==> config.mk <==
export PLATFORM = sky130hd
export DESIGN_NAME = serial_subtractor
export DESIGN_NICKNAME = d
export VERILOG_FILES = /design/src/rtl/serial_subtractor.sv
export SDC_FILE = /design/constraint.sdc
export NUM_CORES = 1
export LEC_CHECK = 0
export BUFFER_PORTS_ARGS = -buffer_cell sky130_fd_sc_hd__buf_2
export CAP_MARGIN = 20
export CORE_MARGIN = 2
export CORE_UTILIZATION = 54
export CTS_CLUSTER_SIZE = 28
export DETAILED_ROUTE_END_ITERATION = 6
export PLACE_DENSITY = 0.77
export SLEW_MARGIN = 10
export SYNTH_ARGS = -nofsm -noshare
export SYNTH_HDL_FRONTEND = slang
export SYNTH_SLANG_ARGS = --single-unit
export TNS_END_PERCENT = 1
==> constraint.sdc <==
create_clock -name clk -period 2 [get_ports clk]
set_input_delay 0.4 -clock clk [delete_from_list [all_inputs] [get_ports clk]]
set_output_delay 0.4 -clock clk [all_outputs]
set_load 0.05 [all_outputs]
==> src/rtl/serial_subtractor.sv <==
// rtl/serial_subtractor.sv - bit-serial unsigned subtractor, LSB first, one bit per clock
//
// Ports:
//   clk    - single clock, all state updates on rising edge
//   rst_n  - asynchronous active-low reset
//   start  - begin a subtraction (accepted only when idle)
//   a, b   - minuend / subtrahend, captured on the accepting edge
//   busy   - high while running or presenting the result
//   done   - one-cycle pulse, diff/bout valid
//   diff   - (a - b) mod 2^WIDTH, held until the next done
//   bout   - final borrow, 1 exactly when a < b
module serial_subtractor #(
  parameter int WIDTH = 8
) (
  input  logic             clk,
  input  logic             rst_n,
  input  logic             start,
  input  logic [WIDTH-1:0] a,
  input  logic [WIDTH-1:0] b,
  output logic             busy,
  output logic             done,
  output logic [WIDTH-1:0] diff,
  output logic             bout
);

  // One extra counter bit so WIDTH-1 is always representable without wrap.
  localparam int CW = $clog2(WIDTH) + 1;

  typedef enum logic [1:0] {
    S_IDLE,
    S_RUN,
    S_DONE
  } state_t;

  state_t state, state_next;

  logic [WIDTH-1:0] a_sh;
  logic [WIDTH-1:0] b_sh;
  logic [WIDTH-1:0] res;
  logic             br;
  logic [CW-1:0]    cnt;

  logic a0, b0, d, br_next, last_bit;

  // Full-subtractor slice on the current LSBs.
  always_comb begin
    a0       = a_sh[0];
    b0       = b_sh[0];
    d        = a0 ^ b0 ^ br;
    br_next  = (~a0 & b0) | (~(a0 ^ b0) & br);
    last_bit = (cnt == CW'(WIDTH - 1));
  end

  always_ff @(posedge clk or negedge rst_n) begin
    if (!rst_n) begin
      state <= S_IDLE;
    end else begin
      state <= state_next;
    end
  end

  always_comb begin
    state_next = state;
    case (state)
      S_IDLE:  if (start) state_next = S_RUN;
      S_RUN:   if (last_bit) state_next = S_DONE;
      S_DONE:  state_next = S_IDLE;
      default: state_next = S_IDLE;
    endcase
  end

  // Decoded straight from the state register so reset clears them immediately.
  assign busy = (state != S_IDLE);
  assign done = (state == S_DONE);

  always_ff @(posedge clk or negedge rst_n) begin
    if (!rst_n) begin
      a_sh <= '0;
      b_sh <= '0;
      res  <= '0;
      br   <= 1'b0;
      cnt  <= '0;
      diff <= '0;
      bout <= 1'b0;
    end else begin
      case (state)
        S_IDLE: begin
          if (start) begin
            a_sh <= a;
            b_sh <= b;
            res  <= '0;
            br   <= 1'b0;
            cnt  <= '0;
          end
        end
        S_RUN: begin
          a_sh <= a_sh >> 1;
          b_sh <= b_sh >> 1;
          res  <= {d, res[WIDTH-1:1]};
          br   <= br_next;
          cnt  <= cnt + CW'(1);
          // The final bit is folded in directly so the outputs are valid
          // for the whole DONE cycle; they are untouched otherwise.
          if (last_bit) begin
            diff <= {d, res[WIDTH-1:1]};
            bout <= br_next;
          end
        end
        default: begin
        end
      endcase
    end
  end

endmodule
# Word level (Yosys, flattened, before mapping)
# Index checks and enable logic that the tools add are counted.
# word_totals
latch_bits,0
in_bits,19
mem_bits_ro,0
n_memories,0
reg_bits,40
output_inout_bits,11
word_cells,40
mem_bits_rw,0
# op_classes
n_eq_ne,5
muxes,13
mul,0
n_lt_le_gt_ge,0
n_bitwise,7
div_mod_pow,0
reduce_logical,6
n_shift,0
n_addsub,1
# op_table
op,count
$pmux W8 S2,3
$mux W8,3
$pmux W4 S2,1
$reduce_and A2 Y1,3
$add A4 B1 Y4 const B,1
$eq A4 B3 Y1 const B,1
$mux W2,2
$mux W4,1
$ne A2 B2 Y1 const B,2
$pmux W2 S2,1
$reduce_bool A2 Y1,2
$and A1 B1 Y1,2
$eq A2 B1 Y1 const B,1
$eq A2 B2 Y1 const B,1
$logic_not A2 Y1,1
$not A1 Y1,2
$pmux W1 S2,1
$xor A1 B1 Y1,2
$mux W1,1
$or A1 B1 Y1,1

# Longest topological paths before layout
# logic_depth
depth_word,5
depth_mapped,4
ltp_nobuf,4

# Worst setup path before layout
# No wires, ideal clock.
# synth_timing
kind,register to output
start,register state[1]
end,output done
required_time_ns,1.600
path_slack_ns,-0.067
path_stages_with_launch,4
n_path_buf,2
arrival_time_ns,1.667
cell_sequence,dfrtp_1 clkbuf_1 clkbuf_1 nor2b_1
# synth_between
elab_chain_cells,1
# synth_rtl
item,line_no,source
start: declaration,35,"state_t state, state_next;"
start signal: assignment,58,state <= state_next;
$eq A2 B2 Y1,74,assign done = (state == S_DONE);
end: declaration,21,"output logic done,"
# No other way between the ends.

# Worst setup path in the final report
# layout_timing
start,register state[0]
end,output busy
# layout_between
elab_chain_cells,1
# layout_rtl
item,line_no,source
$reduce_bool A2 Y1,73,assign busy = (state != S_IDLE);
end: declaration,20,"output logic busy,"
# No other way between the ends.

==> summary.txt <==
Drt
  • Wirelength, routed: 3500 um
  • Detailed-routing iteration count for the pre-antenna-repair pass: 4
  • Mean routed wirelength per cell: 14.9 um
  • DRT iter0 DRCs: 40
  • Detailed-route via count: 1286
  • Number of DRC violations after detailed routing: 0
  • Ratio of routed vias to standard cells: approximately 5.5
  • DRT antenna net count: 0

Timing
  • Setup skew after layout: 7.01 ps
  • Number of hold violations in the final report: 0
  • Part of the cycle the worst path needs: roughly 97%
  • Number of setup violations in the final report: 0
  • Final period demand of the worst path: 1930 ps
  • Summed negative setup slack over all endpoints: 0 ps
  • Transition time at the pin with the least slew margin: 506 ps
  • Unrepaired setup endpoints after global routing: false
  • Max-slew violations: 0
  • Relative slew slack: 66.2%
  • Maximum clock rate: slightly above 500 MHz

Clock network
  • Clock network latency to the later pin of the worst-skew pair: 350 ps
  • Root buffer cell: sky130_fd_sc_hd__clkbuf_4
  • Count of cells resized by post-cts repair: 0
  • Clock tree sinks: 39
  • Register clock-pin slew on the reported worst setup and hold paths: around 110 ps
  • Post-CTS Hold Fix Bufs: 0
  • Number of H-tree levels: 2
  • Buffers from clock root to sink, at most: 2
  • Clock tree from TritonCTS: done
  • Cts bufs inserted: 5
  • Number of buffers added for setup after CTS: 0

Global route
  • Maximum number of pins on one net before global-route repair: 40
  • Via count of the first global-routing pass: 1343
  • Total congestion overflow: 0
  • Antenna violations before repair: 0
  • Total Routing Usage GR: 22.9%
  • First-pass GRT wire length: 6080 um

Place
  • IO buf count: 29
  • Routability Congestion: 0.735
  • Cells after DPL: 226
  • Half-perimeter wire length after placement: 2300 um

Synth
  • Synth unique cells: 23
  • Number of synthesized flops with an enable pin: 0
  • Share of the synthesized area in the top cell type: a little under three fifths
  • Most common library cells after synthesis: sky130_fd_sc_hd__dfrtp_1 (39), sky130_fd_sc_hd__o21ai_0 (18), sky130_fd_sc_hd__nor2b_1 (17)
  • Main flop type after synthesis: sky130_fd_sc_hd__dfrtp_1
  • Proportion of register bits with asynchronous set or reset after synthesis: 100%
  • Post-synthesis cell area: 1730 um^2
  • Gate count after technology mapping: between 150 and 200
  • FF+latch count, synth: 39
  • Top cells by area in the synthesized netlist: sky130_fd_sc_hd__dfrtp_1 (56%), sky130_fd_sc_hd__nor2b_1 (6.1%), sky130_fd_sc_hd__mux2_2 (5.8%), sky130_fd_sc_hd__a22oi_1 (5.6%), sky130_fd_sc_hd__o21ai_0 (5.2%)
  • Avg Inst Size Synth: between 10 and 15 um^2
  • Net count after synthesis: 176
  • Synthesis Warnings: 0
  • Most instantiated library cell after synthesis: sky130_fd_sc_hd__dfrtp_1
  • Seq/Total Area, Yosys: 56.3%
  • Leading area contributor after synthesis: sky130_fd_sc_hd__dfrtp_1

Power and ir drop
  • Share of power burned in combinational logic: a little over two fifths
  • Power after layout: 3.44 mW
  • Proportion of power drawn by the clock network: 18.7%
  • Net switching share of the total power: 39.9%
  • Power per Cell Area: roughly 1700 nW/um^2
  • Leak Pwr: 0.949 nW
  • Largest voltage drop on the vdd net: 0.735 mV
  • Total internal power: between 2 and 2.5 mW
  • Sw Pwr: 1.37 mW
  • Sequential cell fraction of total power: 39.1%

Critical path
  • Element type at the critical path start: flip-flop
  • Maximum fanout encountered on the critical timing path: 21
  • Reg-to-reg critical path startpoint: cnt[0]
  • Flop2flop setup slack: between 300 and 400 ps
  • Worst endpoint data arrival time: approximately 1500 ps
  • Kind of critical path: flip-flop to output pin
  • Capturing element type of the critical path: output pin
  • Depth of the most critical reg-to-reg path: 4
  • Worst reg2reg endpoint: diff[5]
  • Critical path data required time: 1600 ps

Worst hold path
  • Tightest Hold Check Type: input pin to asynchronous set/reset pin

Die
  • Area of the die: approximately 3700 um^2
  • Height of the die: between 60 and 70 um
  • Cell row count: 20
  • Die Width: 60.7 um
  • Area of the core region: 3050 um^2
  • Top-level port count: 30
  • Starting density of the core: 56.8%

Cells and area
  • Ratio of cells with drive above 1 in the final layout: between 20% and 30%
  • Area growth from synthesis to final layout: 18.4%
  • Antenna Cells: 0
  • Final standard cell count with taps included and fillers excluded: 234
  • Nets@finish: 210

Run status
  • Result of the run: complete, no violations

Flow run
  • Count of max-cap constraint violations: 0
sequential cells by signal (all words and copies together) (netlist names):
name and count:
a_sh 8, diff 8, b_sh 8, res 7
cnt 4, br 1, bout 1, state 2
cells in the final DEF, fill, tap and decap left out:
| cell | instances |
|---|---|
| sky130_fd_sc_hd__dfrtp_1 | 39 |
| sky130_fd_sc_hd__buf_2 | 29 |
| sky130_fd_sc_hd__o21ai_0 | 18 |
| sky130_fd_sc_hd__nor2b_1 | 16 |
| sky130_fd_sc_hd__a21oi_1 | 16 |
| sky130_fd_sc_hd__a22oi_1 | 13 |
| sky130_fd_sc_hd__mux2_2 | 9 |
| sky130_fd_sc_hd__a22o_1 | 9 |
| sky130_fd_sc_hd__nand2_1 | 7 |
| sky130_fd_sc_hd__buf_4 | 7 |
| sky130_fd_sc_hd__clkbuf_4 | 5 |
| sky130_fd_sc_hd__inv_1 | 3 |
| sky130_fd_sc_hd__nand3_1 | 3 |
| sky130_fd_sc_hd__nor2_1 | 2 |
| sky130_fd_sc_hd__bufinv_16 | 2 |
| sky130_fd_sc_hd__or2_2 | 1 |
| sky130_fd_sc_hd__nor2b_2 | 1 |
| sky130_fd_sc_hd__nand2b_2 | 1 |
| sky130_fd_sc_hd__nor3_4 | 1 |
| sky130_fd_sc_hd__mux2i_1 | 1 |
| sky130_fd_sc_hd__o21bai_1 | 1 |
| sky130_fd_sc_hd__or3_1 | 1 |
| sky130_fd_sc_hd__and3b_1 | 1 |
| sky130_fd_sc_hd__a2bb2oi_1 | 1 |
| sky130_fd_sc_hd__fa_1 | 1 |
| sky130_fd_sc_hd__ha_1 | 1 |
| sky130_fd_sc_hd__clkbuf_1 | 1 |
critical path, stage by stage, from the launching register on:
cell and delay [ps]:
sky130_fd_sc_hd__dfrtp_1 440, sky130_fd_sc_hd__buf_4 220, sky130_fd_sc_hd__or2_2 300, sky130_fd_sc_hd__buf_2 210
per-layer routing:
metal	vias up	share of wire, %	GRT usage, %	wire [um]
li1	629	-	-	-
met4	0	1.4	8.70	48
met2	18	51	37.6	1780
met3	7	3.5	6.61	123
met1	632	44	29.0	1540
met5	-	0	0	0
cell families (layout without fill, tap and decap cells):
kind of cell	Yosys count	count (layout)	share of synthesized area [%]
AO/OA/AOI/OAI	58	58	20.9
flip-flops	39	39	56.3
AND/OR/NAND/NOR	34	34	11.6
buffers and inverters	12	47	2.82
multiplexers	10	10	6.43
adder cells (fa/ha/maj)	2	2	1.88
per-stage QoR:
stage / hold slack [ps] / utilization, % / setup slack, ps / cell area [um^2]
5_1_grt: 109 / 67.2 / 8.17 / 2050
3_3_place_gp: 469 / 63.9 / 479 / 1950
3_5_place_dp: 478 / 63.9 / 371 / 1950
2_1_floorplan: 104 / - / 172 / 1740
4_1_cts: 82.6 / 67.2 / 46.6 / 2050
6_report: 77.8 / 67.2 / 66.7 / 2050
worst max-delay path by stage:
stage	to	from	slack [ps]	depth (start not counted)
floorplan	done	state[1]	170	3
CTS	busy	state[0]	50	3
global placement	diff[6]	cnt[0]	480	4
finish	busy	state[0]	70	3
detailed placement	diff[5]	cnt[0]	370	4
global route	busy	state[0]	8	3
layout make-up:
cell class | instances | area (um^2)
multi-input cells | 104 | 711
clock buffers | 6 | 41.3
fillers | 251 | 1000
inverters | 3 | 11.3
repair buffers | 36 | 198
clock inverters | 2 | 60.1
well taps | 44 | 55.1
flip-flops and latches | 39 | 976
power by group through the flow:
stage / logic [mW] / clock network (mW) / registers (mW)
4_1_cts: 1.46 / 0.663 / 1.35
3_3_place_gp: 1.40 / 0 / 1.34
6_report: 1.45 / 0.645 / 1.35
2_1_floorplan: 0.832 / 0 / 1.58
5_1_grt: 1.59 / 0.698 / 1.39
3_5_place_dp: 1.45 / 0 / 1.36
No activity file was read; power rests on OpenSTA's default activity.
